### src/rtl/execute_multiply_iter.sv
// Iterative MUL/IMUL/AAD multiplier: magnitude shift-add at BPC bits per cycle,
// followed by a sign fix-up cycle and a one-cycle DONE handshake.
//
// state | meaning
// IDLE  | waiting for mult_cmd; latches operands, size and kind on start
// RUN   | retires BPC multiplier bits per cycle into the magnitude accumulator
// FIX   | applies the sign and writes mult_result
// DONE  | mult_done pulse, mult_busy low for one cycle
module execute_multiply_iter #(
    parameter int WIDTH     = 32,
    parameter int BPC       = 4,
    parameter int EARLY_OUT = 1
) (
    input  logic                 clk,
    input  logic                 rst_n,
    input  logic                 exe_reset,
    input  logic [1:0]           mult_cmd,
    input  logic                 exe_is_8bit,
    input  logic                 exe_operand_16bit,
    input  logic [WIDTH-1:0]     src,
    input  logic [WIDTH-1:0]     dst,
    output logic [2*WIDTH+1:0]   mult_result,
    output logic                 mult_busy,
    output logic                 mult_done,
    output logic                 exe_mult_overflow
);

    localparam int RW = 2*WIDTH + 2;
    localparam int PW = 2*WIDTH;
    localparam int CW = $clog2(32/BPC + 1);
    localparam int SW = 6;

    localparam logic [1:0] SZ8  = 2'd0;
    localparam logic [1:0] SZ16 = 2'd1;
    localparam logic [1:0] SZ32 = 2'd2;

    localparam logic [1:0] CMD_NONE = 2'd0;
    localparam logic [1:0] CMD_IMUL = 2'd2;
    localparam logic [1:0] CMD_AAD  = 2'd3;

    localparam logic [CW-1:0] N8  = CW'(8/BPC);
    localparam logic [CW-1:0] N16 = CW'(16/BPC);
    localparam logic [CW-1:0] N32 = CW'(32/BPC);

    typedef enum logic [1:0] {
        ST_IDLE = 2'd0,
        ST_RUN  = 2'd1,
        ST_FIX  = 2'd2,
        ST_DONE = 2'd3
    } state_t;

    state_t state, state_nxt;

    logic [1:0]       sz_q;
    logic             sgn_q;
    logic             neg_q;
    logic [WIDTH-1:0] a_q;
    logic [WIDTH-1:0] b_q;
    logic [PW-1:0]    acc_q;
    logic [SW-1:0]    shift_q;
    logic [CW-1:0]    cnt_q;

    // Keeps the low S bits of v and fills the rest with the (optional) sign.
    function automatic logic [WIDTH-1:0] size_ext(input logic [WIDTH-1:0] v,
                                                  input logic [1:0] sz,
                                                  input logic sg);
        logic [WIDTH-1:0] msk;
        logic             sbit;
        case (sz)
            SZ8:     begin msk = WIDTH'(8'hFF);          sbit = v[7];  end
            SZ16:    begin msk = WIDTH'(16'hFFFF);       sbit = v[15]; end
            default: begin msk = WIDTH'(32'hFFFF_FFFF);  sbit = v[31]; end
        endcase
        return (v & msk) | ((sg & sbit) ? ~msk : '0);
    endfunction

    // Start-cycle operand decode
    logic             start;
    logic [1:0]       sz_start;
    logic             sgn_start;
    logic [WIDTH-1:0] a_raw, b_raw, a_ext, b_ext;
    logic             neg_a, neg_b;
    logic [WIDTH-1:0] a_mag, b_mag;
    logic [CW-1:0]    n_start;

    always_comb begin
        start     = (state == ST_IDLE) && (mult_cmd != CMD_NONE) && !exe_reset;
        sz_start  = SZ32;
        if (mult_cmd == CMD_AAD || exe_is_8bit)
            sz_start = SZ8;
        else if (exe_operand_16bit)
            sz_start = SZ16;
        sgn_start = (mult_cmd == CMD_IMUL);
        a_raw     = src;
        b_raw     = dst;
        if (mult_cmd == CMD_AAD) begin
            a_raw = {{(WIDTH-8){1'b0}}, src[7:0]};
            b_raw = {{(WIDTH-8){1'b0}}, dst[15:8]};
        end
        a_ext = size_ext(a_raw, sz_start, sgn_start);
        b_ext = size_ext(b_raw, sz_start, sgn_start);
        neg_a = sgn_start & a_ext[WIDTH-1];
        neg_b = sgn_start & b_ext[WIDTH-1];
        // -0x80000000 sign-extended is 2^31, which still fits unsigned.
        a_mag = neg_a ? -a_ext : a_ext;
        b_mag = neg_b ? -b_ext : b_ext;
        case (sz_start)
            SZ8:     n_start = N8;
            SZ16:    n_start = N16;
            default: n_start = N32;
        endcase
    end

    // One RUN step
    logic [WIDTH+BPC-1:0] pp;
    logic [PW-1:0]        pp_sh;
    logic [WIDTH-1:0]     b_nxt;
    logic                 run_last;

    always_comb begin
        pp       = {{BPC{1'b0}}, a_q} * {{WIDTH{1'b0}}, b_q[BPC-1:0]};
        pp_sh    = {{(PW-WIDTH-BPC){1'b0}}, pp} << shift_q;
        b_nxt    = b_q >> BPC;
        run_last = (cnt_q == CW'(1)) || ((EARLY_OUT != 0) && (b_nxt == '0));
    end

    logic [RW-1:0] fix_val;
    assign fix_val = neg_q ? -{2'b00, acc_q} : {2'b00, acc_q};

    always_ff @(posedge clk or negedge rst_n) begin
        if (!rst_n)
            state <= ST_IDLE;
        else
            state <= state_nxt;
    end

    always_comb begin
        state_nxt = state;
        case (state)
            ST_IDLE: if (mult_cmd != CMD_NONE) state_nxt = ST_RUN;
            ST_RUN:  if (run_last) state_nxt = ST_FIX;
            ST_FIX:  state_nxt = ST_DONE;
            ST_DONE: state_nxt = ST_IDLE;
            default: state_nxt = ST_IDLE;
        endcase
        if (exe_reset)
            state_nxt = ST_IDLE;
    end

    always_comb begin
        mult_busy = (state != ST_DONE);
        mult_done = (state == ST_DONE);
    end

    always_ff @(posedge clk or negedge rst_n) begin
        if (!rst_n) begin
            sz_q    <= SZ32;
            sgn_q   <= 1'b0;
            neg_q   <= 1'b0;
            a_q     <= '0;
            b_q     <= '0;
            acc_q   <= '0;
            shift_q <= '0;
            cnt_q   <= '0;
        end else if (start) begin
            sz_q    <= sz_start;
            sgn_q   <= sgn_start;
            neg_q   <= neg_a ^ neg_b;
            a_q     <= a_mag;
            b_q     <= b_mag;
            acc_q   <= '0;
            shift_q <= '0;
            cnt_q   <= n_start;
        end else if (state == ST_RUN && !exe_reset) begin
            acc_q   <= acc_q + pp_sh;
            b_q     <= b_nxt;
            shift_q <= shift_q + SW'(BPC);
            cnt_q   <= cnt_q - CW'(1);
        end
    end

    // An aborted FIX must leave the previous result in place.
    always_ff @(posedge clk or negedge rst_n) begin
        if (!rst_n)
            mult_result <= '0;
        else if (state == ST_FIX && !exe_reset)
            mult_result <= fix_val;
    end

    logic [RW-1:0] res_msk;
    logic          res_sbit;

    always_comb begin
        case (sz_q)
            SZ8:     begin res_msk = RW'(8'hFF);         res_sbit = mult_result[7];  end
            SZ16:    begin res_msk = RW'(16'hFFFF);      res_sbit = mult_result[15]; end
            default: begin res_msk = RW'(32'hFFFF_FFFF); res_sbit = mult_result[31]; end
        endcase
        exe_mult_overflow = (mult_result & ~res_msk) !=
                            ((sgn_q & res_sbit) ? ~res_msk : '0);
    end

endmodule

### config.mk
export PLATFORM = sky130hd
export DESIGN_NAME = execute_multiply_iter
export DESIGN_NICKNAME = d
export VERILOG_FILES = /design/src/rtl/execute_multiply_iter.sv
export SDC_FILE = /design/constraint.sdc
export NUM_CORES = 1
export LEC_CHECK = 0
export ABC_AREA = 0
export CAP_MARGIN = 0
export CORE_MARGIN = 3
export CORE_UTILIZATION = 45
export CTS_BUF_LIST = sky130_fd_sc_hd__clkbuf_16
export DETAILED_ROUTE_END_ITERATION = 10
export GPL_TIMING_DRIVEN = 0
export SLEW_MARGIN = 20
export SYNTH_ARGS = -nofsm -noshare
export SYNTH_HDL_FRONTEND = slang
export SYNTH_SLANG_ARGS = --single-unit
### constraint.sdc
create_clock -name clk -period 20.3 [get_ports clk]
set_input_delay 4.06 -clock clk [delete_from_list [all_inputs] [get_ports clk]]
set_output_delay 4.06 -clock clk [all_outputs]
set_load 0.05 [all_outputs]
==> results of run 1 <==
## per-stage QoR
step	instance area (um^2)	hold WS [ps]	worst slack [ps]	instances
floorplan	21100	452	13340	2743
global placement	23200	466	6240	3479
detailed placement	23200	477	11370	3481
CTS	24100	490	11340	3529
global route	24100	529	10760	3529
finish	24100	484	11220	3529
## critical path: cells and delay by family, from the launching register on
kind,cells,cell delay [ps]
AO/OA/AOI/OAI,11,3200
XOR/XNOR,1,130
adder cells (fa/ha/maj),4,1870
buffers and inverters,3,650
flip-flops,1,510
multiplexers,3,1060
AND/OR/NAND/NOR,8,1560
## synthesized netlist by cell type, drive strengths merged (5+ instances only)
master / n
a41oi: 5
buf: 20
nor4: 33
a31oi: 30
xnor2: 74
nor3: 38
o22ai: 36
ha: 123
nand2b: 23
mux2: 12
a2111oi: 6
nor2b: 15
fa: 61
a21oi: 205
a221oi: 6
and3: 24
and2: 114
a21o: 52
clkbuf: 122
o31ai: 39
or3: 21
inv: 161
o21ai: 274
a211oi: 12
o211ai: 9
nor2: 176
xor2: 133
nand4: 40
nand3: 40
o21bai: 21
or2: 9
or4: 18
dfrtp: 207
nand2: 438
o41ai: 17
o21a: 12
mux2i: 50
o32ai: 5
a21boi: 7
## cells by family after synthesis
kind of cell | count (synthesis) | synth area share
xor+xnor | 207 | 0.0860
fa+ha+maj | 184 | 0.131
buf+inv | 303 | 0.0542
simple gates | 1007 | 0.230
mux | 62 | 0.0302
compound gates | 772 | 0.222
flops | 208 | 0.247
## cell type report
class,count,share of cell area
Tap cell,600,0.0312
Clock inverter,22,0.00697
Inverter,161,0.0251
Clock buffer,26,0.0270
Timing Repair Buffer,138,0.0591
Sequential cell,208,0.216
Multi-Input combinational cell,2232,0.612
Buffer,142,0.0224
## worst paths after layout
check | from | endpoint | cells past startpoint
min in group asynchronous | rst_n | mult_result[22] | 1
hold / removal | mult_result[0] | mult_result[0] | 2
setup reg to reg | b_q[3] | acc_q[63] | 30
hold reg to reg | mult_result[0] | mult_result[0] | 2
setup / recovery | b_q[3] | acc_q[63] | 30
max in group asynchronous | rst_n | a_q[9] | 2
## routing by layer
metal | wire, um | vias to the layer above | part of all wire | GRT usage
met1 | 32700 | 10000 | 0.43 | 0.383
met5 | 0 | - | 0 | 0
met3 | 3590 | 157 | 0.047 | 0.0307
met2 | 36500 | 593 | 0.47 | 0.518
li1 | - | 9947 | - | -
met4 | 4040 | 0 | 0.053 | 0.140
## sequential cells by signal (all words and copies together), names as in the netlist
| name | flops |
|---|---|
| mult_result | 66 |
| sgn_q | 1 |
| a_q | 32 |
| sz_q | 2 |
| b_q | 32 |
| acc_q | 64 |
| neg_q | 1 |
| state | 2 |
| cnt_q | 4 |
| shift_q | 4 |
## report_power, final
part           switching, mW  total [mW]  internal [mW]
Sequential             0.199       0.755          0.556
Clock                  0.198       0.448          0.249
Combinational           2.17        3.30           1.13
Total                   2.57        4.50           1.94
==> parameters.txt, run 1 <==
Parameter                              Value

Outcome
  Status ... complete, no violations

Finish
  Layout cells sized above 1 ... 0.0338
  Synthesis-to-layout area growth ... 14.2%
  Area used by sequential logic in the layout ... 5210 um^2
  Area occupied by multi-input gates ... 14700 um^2
  Ant. Diodes ... 0
  Final Net Count ... 3164
  Most frequent cells in the layout ... sky130_fd_sc_hd__nand2_1 (438), sky130_fd_sc_hd__o21ai_0 (261), sky130_fd_sc_hd__dfrtp_1 (207)
  Filler cell count ... 4544
  Most common library cell in the layout ignoring fill and taps ... sky130_fd_sc_hd__nand2_1
  Final core utilization ... 0.526

Clocking
  CTS-repair resized insts ... 0
  Number of sinks handled by clock tree synthesis ... 208
  Clock transition at path regs ... 60 ps
  H-tree lvl count ... 1
  Clock latency at the later pin of the worst-skew pair ... 560 ps
  Clk Tree Root Cell ... sky130_fd_sc_hd__clkbuf_16
  Total clock buffers created by CTS ... 26
  TritonCTS clock tree ... built
  Clock buffer depth ... 3
  Number of hold buffers added after CTS ... 0
  Post-CTS setup-driven buffer insertion count ... 0

STA
  Endpoints failing hold ... 0
  Actual slew at the worst max-slew pin ... 1010 ps
  Max-slew headroom at the worst pin ... 0.318
  Final max-slew violation count ... 0
  Post-route clock period utilization ... 0.447
  Worst clock skew ... 21.6 ps
  Summed negative setup slack over all endpoints ... 0 ps
  Minimum clock period after layout ... 9080 ps
  Maximum clock rate ... 110 MHz
  # setup viols final ... 0
  Unrepaired setup endpoints after global routing ... false

Yosys
  Synthesized netlist net count ... 2998
  Yosys top cell area share ... 0.246
  Syn_area_per_cell ... 7.68 um^2
  Seq cells post-synth ... 208
  Top flip-flop cell by instance count after synthesis ... sky130_fd_sc_hd__dfrtp_1
  Number of library cell types mapped by synthesis ... 84
  Most area-hungry cell type in the Yosys netlist ... sky130_fd_sc_hd__dfrtp_1
  Post-synthesis cell area ... 21100 um^2
  Biggest area contributors in the synthesized netlist ... sky130_fd_sc_hd__dfrtp_1 (25%), sky130_fd_sc_hd__nand2_1 (7.8%), sky130_fd_sc_hd__ha_1 (7.3%)
  Number of instances in the synthesized netlist ... 2743
  EDFF count, synth ... 0
  Async set-or-reset flop fraction in the synthesized netlist ... 1.00
  Count of warnings emitted by yosys ... 0
  Sequential area share after synthesis ... 0.247

Placement
  Global placer's final weighted congestion ... 0.989
  Count of input and output buffers ... 136
  Hpwl dp ... 63400 um

Drt
  # DRC ... 0
  Count of antenna-violating nets left after detailed routing ... 0
  Overall via count from detail_route ... 20700
  Initial DRT Pass Iterations ... 5
  Via count normalized by instance count ... 5.87
  Number of DRC markers in iteration 0 ... 1425
  Average wire length per cell after detail routing ... 21.8 um
  Wirelength, routed ... 76800 um

Worst setup path
  Slowest stage cell on the critical path ... sky130_fd_sc_hd__a2111oi_0
  Critical path fanouts, max ... 10
  Kind of critical path ... register to register
  Sort of element at the end of the critical path ... register
  CP Data Required Time ... 20770 ps
  Element type at the critical path start ... register
  Worst EP arrival ... 9550 ps
  Worst stage delay on the critical path ... 640 ps
  Register-to-register setup slack ... 11220 ps

Power
  Leakage ... 10.9 nW
  Power density over the cells ... 187 nW/um^2
  PnR Total Power ... 4.50 mW
  Worst supply voltage drop on vdd ... 136 uV

Worst hold path
  Class of the most critical hold timing path ... register to register

GRT
  Pin count of the biggest net entering global routing ... 92
  Global route total overflow ... 0
  Total routing usage reported by global routing ... 0.302
  First-pass GRT wire length ... 119000 um
  Antenna violations before repair ... 0
  Number of global-route vias before repair ... 20700

Run
  Maxcap violations ... 0

Die
  Number of placement rows ... 78
  Effective utilization at floorplan ... 0.460
  Floorplan core area ... 45800 um^2
  I/O pin count ... 140
  Overall die width ... 222 um
  Full die area ... 49500 um^2
  Die Ht ... 222 um
No activity file was read; power rests on OpenSTA's default activity.
==> run 2, diff against run 1 <==
--- a/config.mk
+++ b/config.mk
@@ -12,6 +12,7 @@
 export CTS_BUF_LIST = sky130_fd_sc_hd__clkbuf_16
 export DETAILED_ROUTE_END_ITERATION = 10
 export GPL_TIMING_DRIVEN = 0
+export PLACE_DENSITY = 0.66
 export SLEW_MARGIN = 20
 export SYNTH_ARGS = -nofsm -noshare
 export SYNTH_HDL_FRONTEND = slang
==> constraint.sdc (replaced) <==
create_clock -name clk -period 8.2 [get_ports clk]
set_input_delay 1.64 -clock clk [delete_from_list [all_inputs] [get_ports clk]]
set_output_delay 1.64 -clock clk [all_outputs]
set_load 0.05 [all_outputs]
==> run 2 against run 1 <==
Final cell count shrank 0.11%. Critical path depth is the same. First-iteration DRC count increased by 1.4%. Hold slack worse by 1.5 ps. Non-clock buffer count down 2. Total power increased to 2.5 times the previous value. Die area is the same. Design area rose by 1.2%. Maximum frequency up 13%. Highest routed layer unchanged.
==> parameters.txt, run 2 (synthesized netlist as in run 1, its figures left out) <==
Parameter                              Value

Clocking
  Number of sinks handled by clock tree synthesis ... 208
  TritonCTS clock tree ... built
  Clock transition at path regs ... 60 ps
  Clock buffer depth ... 3
  Clock latency at the later pin of the worst-skew pair ... 570 ps
  Clk Tree Root Cell ... sky130_fd_sc_hd__clkbuf_16
  Number of hold buffers added after CTS ... 0
  Total clock buffers created by CTS ... 25
  H-tree lvl count ... 1

Drt
  Wirelength, routed ... 73700 um
  Overall via count from detail_route ... 20600
  Count of antenna-violating nets left after detailed routing ... 0
  Initial DRT Pass Iterations ... 6
  # DRC ... 0
  Number of DRC markers in iteration 0 ... 1445
  Average wire length per cell after detail routing ... 20.9 um
  Via count normalized by instance count ... 5.86

Die
  Effective utilization at floorplan ... 0.460
  I/O pin count ... 140
  Number of placement rows ... 78
  Full die area ... 49500 um^2
  Die Ht ... 222 um
  Floorplan core area ... 45800 um^2
  Overall die width ... 222 um

Finish
  Ant. Diodes ... 0
  Final Net Count ... 3161
  Most common library cell in the layout ignoring fill and taps ... sky130_fd_sc_hd__nand2_1
  Largest registers ... mult_result: 66 flops, acc_q: 64 flops
  Layout cells sized above 1 ... 0.0496
  Flip-flop count of the largest register, all copies and words added ... 66
  Filler cell count ... 4431
  Final core utilization ... 0.532
  Synthesis-to-layout area growth ... 15.6%
  Largest reg by FF count ... mult_result
  Most frequent cells in the layout ... sky130_fd_sc_hd__nand2_1 (437), sky130_fd_sc_hd__o21ai_0 (249), sky130_fd_sc_hd__dfrtp_1 (204)

STA
  Post-route clock period utilization ... 0.981
  Maximum clock rate ... 124 MHz
  # setup viols final ... 0
  Worst clock skew ... 35.1 ps
  Final hold slack ... 483 ps
  Endpoints failing hold ... 0
  Max-slew headroom at the worst pin ... 0.258
  Actual slew at the worst max-slew pin ... 1110 ps
  Minimum clock period after layout ... 8040 ps
  Final max-slew violation count ... 0

Placement
  Hpwl dp ... 60400 um
  Global placer's final weighted congestion ... 1.01
  Count of input and output buffers ... 136

GRT
  Antenna violations before repair ... 0
  First-pass GRT wire length ... 114000 um
  Global route total overflow ... 0
  Pin count of the biggest net entering global routing ... 92
  Met3 track demand over resource in global routing ... 0.0321
  Total routing usage reported by global routing ... 0.287
  Global routing met2 resource utilization ... 0.512
  Met1 GRT Util ... 0.350
  Number of global-route vias before repair ... 20400
  Global route hottest layer ... met2

Run
  Maxcap violations ... 0

Outcome
  Status ... complete, no violations

Worst setup path
  Sort of element at the end of the critical path ... register
  Slowest stage cell on the critical path ... sky130_fd_sc_hd__fa_1
  Count of cells along the worst register-to-register path ... 30
  CP Data Required Time ... 8690 ps
  Launching point of the worst reg2reg path ... b_q[3]
  Critical path fanouts, max ... 10
  Endpoint of the lowest-slack register-to-register path ... acc_q[63]
  Kind of critical path ... register to register
  Cell family contributing the most delay on the critical path ... compound AO/OA/AOI/OAI gates
  Worst EP arrival ... 8530 ps
  Worst path bufs/invs ... 3
  Worst stage delay on the critical path ... 550 ps
  Element type at the critical path start ... register
  Register-to-register setup slack ... 160 ps

Power
  Worst supply voltage drop on vdd ... 268 uV
  Leakage ... 11.0 nW
  PnR Total Power ... 11.4 mW
  Power density over the cells ... 467 nW/um^2

Worst hold path
  Worst hold start ... mult_result[2]
  Cell count of the worst hold path ... 2
  Endpoint of the worst hold-timing path ... mult_result[2]
  Class of the most critical hold timing path ... register to register
[run 2: worst max-delay path by stage]
stage,from,end,depth (start not counted),slack [ps]
detailed placement,b_q[2],acc_q[63],30,-920
global placement,rst_n,b_q[15],1,-3380
CTS,b_q[3],acc_q[63],30,6
finish,b_q[3],acc_q[63],30,160
floorplan,b_q[3],acc_q[63],30,1300
global route,b_q[3],acc_q[63],30,-30
[run 2: power by group]
group	internal (mW)	switching, mW
combinational	2.88	5.46
clock	0.687	0.481
sequential	1.38	0.477
[run 2: through the flow]
stage                     instances  TNS (ps)  worst slack [ps]  area, um^2
final                          3525         0               159       24400
after global routing           3525     -34.2             -34.2       24400
after CTS                      3526         0              5.89       24200
after detailed placement       3481     -9100              -923       23200
after global placement         3479   -699360             -3380       23200
after floorplan                2743         0              1300       21100
[run 2: layer usage]
| layer | wire [um] | up-vias | share of wire |
|---|---|---|---|
| li1 | - | 9966 | - |
| met5 | 0 | - | 0 |
| met4 | 3420 | 0 | 0.046 |
| met2 | 36300 | 651 | 0.49 |
| met3 | 3490 | 163 | 0.047 |
| met1 | 30500 | 9868 | 0.41 |
[run 2: worst register-to-register path: cells and delay by family, from the launching register on]
family	cells	cell delay, ps
AO/OA/AOI/OAI	11	3030
adder cells (fa/ha/maj)	4	1880
AND/OR/NAND/NOR	9	1670
flip-flops	1	460
XOR/XNOR	2	360
buffers and inverters	3	330
multiplexers	1	240
[run 2: repair_timing]
item / CTS / global route
setup buffers: 0 / 3
hold endpoints to repair: 0 / 0
setup endpoints to repair: 24 / 20
pin swaps: 2 / 7
gates cloned: 0 / 0
gates resized for setup: 23 / 57
[run 2: final cells by class]
cell class,count,area [um^2],area share
multi-input combinational,2232,15000,0.614
sequential,208,5210,0.214
timing repair buffer,141,1440,0.0593
tap,600,751,0.0308
clock buffer,25,626,0.0257
inverter,161,604,0.0248
buffer,137,537,0.0220
clock inverter,21,225,0.00925
==> run 3, diff against run 2 <==
--- a/config.mk
+++ b/config.mk
@@ -11,8 +11,8 @@
 export CORE_UTILIZATION = 45
 export CTS_BUF_LIST = sky130_fd_sc_hd__clkbuf_16
 export DETAILED_ROUTE_END_ITERATION = 10
+export GPL_ROUTABILITY_DRIVEN = 0
 export GPL_TIMING_DRIVEN = 0
-export PLACE_DENSITY = 0.66
 export SLEW_MARGIN = 20
 export SYNTH_ARGS = -nofsm -noshare
 export SYNTH_HDL_FRONTEND = slang
==> constraint.sdc (replaced) <==
create_clock -name clk -period 10.3 [get_ports clk]
set_input_delay 2.06 -clock clk [delete_from_list [all_inputs] [get_ports clk]]
set_output_delay 2.06 -clock clk [all_outputs]
set_load 0.05 [all_outputs]
==> run 3 against run 2 <==
Worst setup slack gained 830 ps. Critical endpoint unchanged. Critical path depth did not move. Largest power group unchanged. Final cell count grew 0.14%. Count of clock-buffer cells in the layout grew 1.
==> parameters.txt, run 3 (synthesized netlist as in run 1, its figures left out) <==
Parameter                              Value

Worst setup path
  CP Data Required Time ... 10780 ps
  Critical path fanouts, max ... 10
  Worst EP arrival ... 9790 ps
  Kind of critical path ... register to register
  Sort of element at the end of the critical path ... register
  Worst stage delay on the critical path ... 610 ps
  Element type at the critical path start ... register
  Slowest stage cell on the critical path ... sky130_fd_sc_hd__fa_1

STA
  Worst clock skew ... 13.6 ps
  Unrepaired setup endpoints after global routing ... false
  Actual slew at the worst max-slew pin ... 1070 ps
  Minimum clock period after layout ... 9320 ps
  Endpoints failing hold ... 0
  # setup viols final ... 0
  Post-route clock period utilization ... 0.904
  Maximum clock rate ... 107 MHz
  Final hold slack ... 504 ps
  Max-slew headroom at the worst pin ... 0.290
  Final max-slew violation count ... 0

Finish
  Most frequent cells in the layout ... sky130_fd_sc_hd__nand2_1 (438), sky130_fd_sc_hd__o21ai_0 (261), sky130_fd_sc_hd__dfrtp_1 (207)
  Final Net Count ... 3164
  Largest registers ... mult_result: 66 flops, acc_q: 64 flops
  Area used by sequential logic in the layout ... 5210 um^2
  Largest reg by FF count ... mult_result
  Area occupied by multi-input gates ... 14700 um^2
  Layout cells sized above 1 ... 0.0342
  Synthesis-to-layout area growth ... 14.5%
  Filler cell count ... 4497
  Flip-flop count of the largest register, all copies and words added ... 66
  Most common library cell in the layout ignoring fill and taps ... sky130_fd_sc_hd__nand2_1

Clocking
  Number of sinks handled by clock tree synthesis ... 208
  H-tree lvl count ... 1
  Number of hold buffers added after CTS ... 0
  TritonCTS clock tree ... built
  Clock latency at the later pin of the worst-skew pair ... 560 ps
  Clock transition at path regs ... 60 ps
  Clock buffer depth ... 3
  Total clock buffers created by CTS ... 26
  Clk Tree Root Cell ... sky130_fd_sc_hd__clkbuf_16
  CTS-repair resized insts ... 0
  Post-CTS setup-driven buffer insertion count ... 0

GRT
  Number of global-route vias before repair ... 20500
  Pin count of the biggest net entering global routing ... 94
  Global route total overflow ... 0
  First-pass GRT wire length ... 114000 um
  Total routing usage reported by global routing ... 0.286
  Antenna violations before repair ... 2

Power
  Switching power ... 4.98 mW
  Reg power frac ... 0.167
  PnR Total Power ... 8.86 mW
  Worst supply voltage drop on vdd ... 206 uV
  Clock network power share ... 0.107
  Leakage ... 10.9 nW
  Power density over the cells ... 367 nW/um^2
  Proportion of power drawn by combinational gates ... 0.726
  Share of total power consumed by net switching ... 0.562
  Pint ... 3.88 mW

Drt
  Overall via count from detail_route ... 21000
  Initial DRT Pass Iterations ... 6
  Count of antenna-violating nets left after detailed routing ... 0
  Via count normalized by instance count ... 5.94
  # DRC ... 0
  Wirelength, routed ... 73000 um
  Number of DRC markers in iteration 0 ... 1786
  Average wire length per cell after detail routing ... 20.7 um

Worst hold path
  Class of the most critical hold timing path ... register to register

Run
  Maxcap violations ... 0

Die
  Die Ht ... 222 um
  Floorplan core area ... 45800 um^2
  I/O pin count ... 140
  Number of placement rows ... 78
  Full die area ... 49500 um^2
  Effective utilization at floorplan ... 0.460
  Overall die width ... 222 um

Placement
  Hpwl dp ... 58700 um
  Count of input and output buffers ... 136

Outcome
  Status ... complete, no violations
[run 3: cell types whose count changed in the layout (fill, tap and decap cells not counted), sizes merged]
cell	previous run	this run
clkinv	9	14
buf	26	23
clkinvlp	2	1
clkbuf	142	148
diode	0	2
inv	167	163
[run 3: worst paths after layout]
kind / from / to / slack (ps) / depth (start not counted)
setup / recovery: b_q[3] / acc_q[63] / 980 / 30
hold / removal: mult_result[6] / mult_result[6] / 500 / 2
setup reg to reg: b_q[3] / acc_q[63] / 980 / 30
hold reg to reg: mult_result[6] / mult_result[6] / 500 / 2
max in group asynchronous: rst_n / sz_q[1] / 7700 / 3
min in group asynchronous: rst_n / mult_result[19] / 1390 / 1
[run 3: area by class of cell]
cell class | count | share of cell area
timing repair buffer | 138 | 0.0589
clock inverter | 21 | 0.00928
buffer | 142 | 0.0223
antenna | 2 | 0.000207
multi-input combinational | 2232 | 0.610
tap | 600 | 0.0311
inverter | 161 | 0.0250
clock buffer | 26 | 0.0270
sequential | 208 | 0.216
[run 3: per-stage QoR]
step	TNS (ps)	setup WS [ps]	util	area, um^2	std cells
after floorplan	0	3400	-	21100	2743
after global placement	-373970	-1850	0.507	23200	3479
after detailed placement	0	1160	0.508	23200	3481
after CTS	0	1130	0.527	24100	3528
after global routing	0	613	0.527	24100	3529
final	0	985	0.527	24100	3530
[run 3: worst max-delay path: cells and delay by family (launching register included)]
kind | cells | cell delay (ps)
AO/OA/AOI/OAI | 11 | 3390
buffers and inverters | 3 | 670
flip-flops | 1 | 520
multiplexers | 3 | 1020
XOR/XNOR | 1 | 130
adder cells (fa/ha/maj) | 4 | 1920
AND/OR/NAND/NOR | 8 | 1570
[run 3: power by group through the flow]
stage	Clock (mW)	Combinational [mW]	Sequential, mW
floorplan	0	4.16	1.73
global placement	0	6.20	1.48
detailed placement	0	6.28	1.49
CTS	0.964	6.31	1.48
global route	0.992	7.06	1.53
finish	0.950	6.43	1.48
[run 3: per-layer routing]
layer / routed length, um / global-route usage
met3: 5060 / 0.0392
met2: 34000 / 0.485
met1: 30000 / 0.366
met5: 0 / 0
met4: 3900 / 0.126
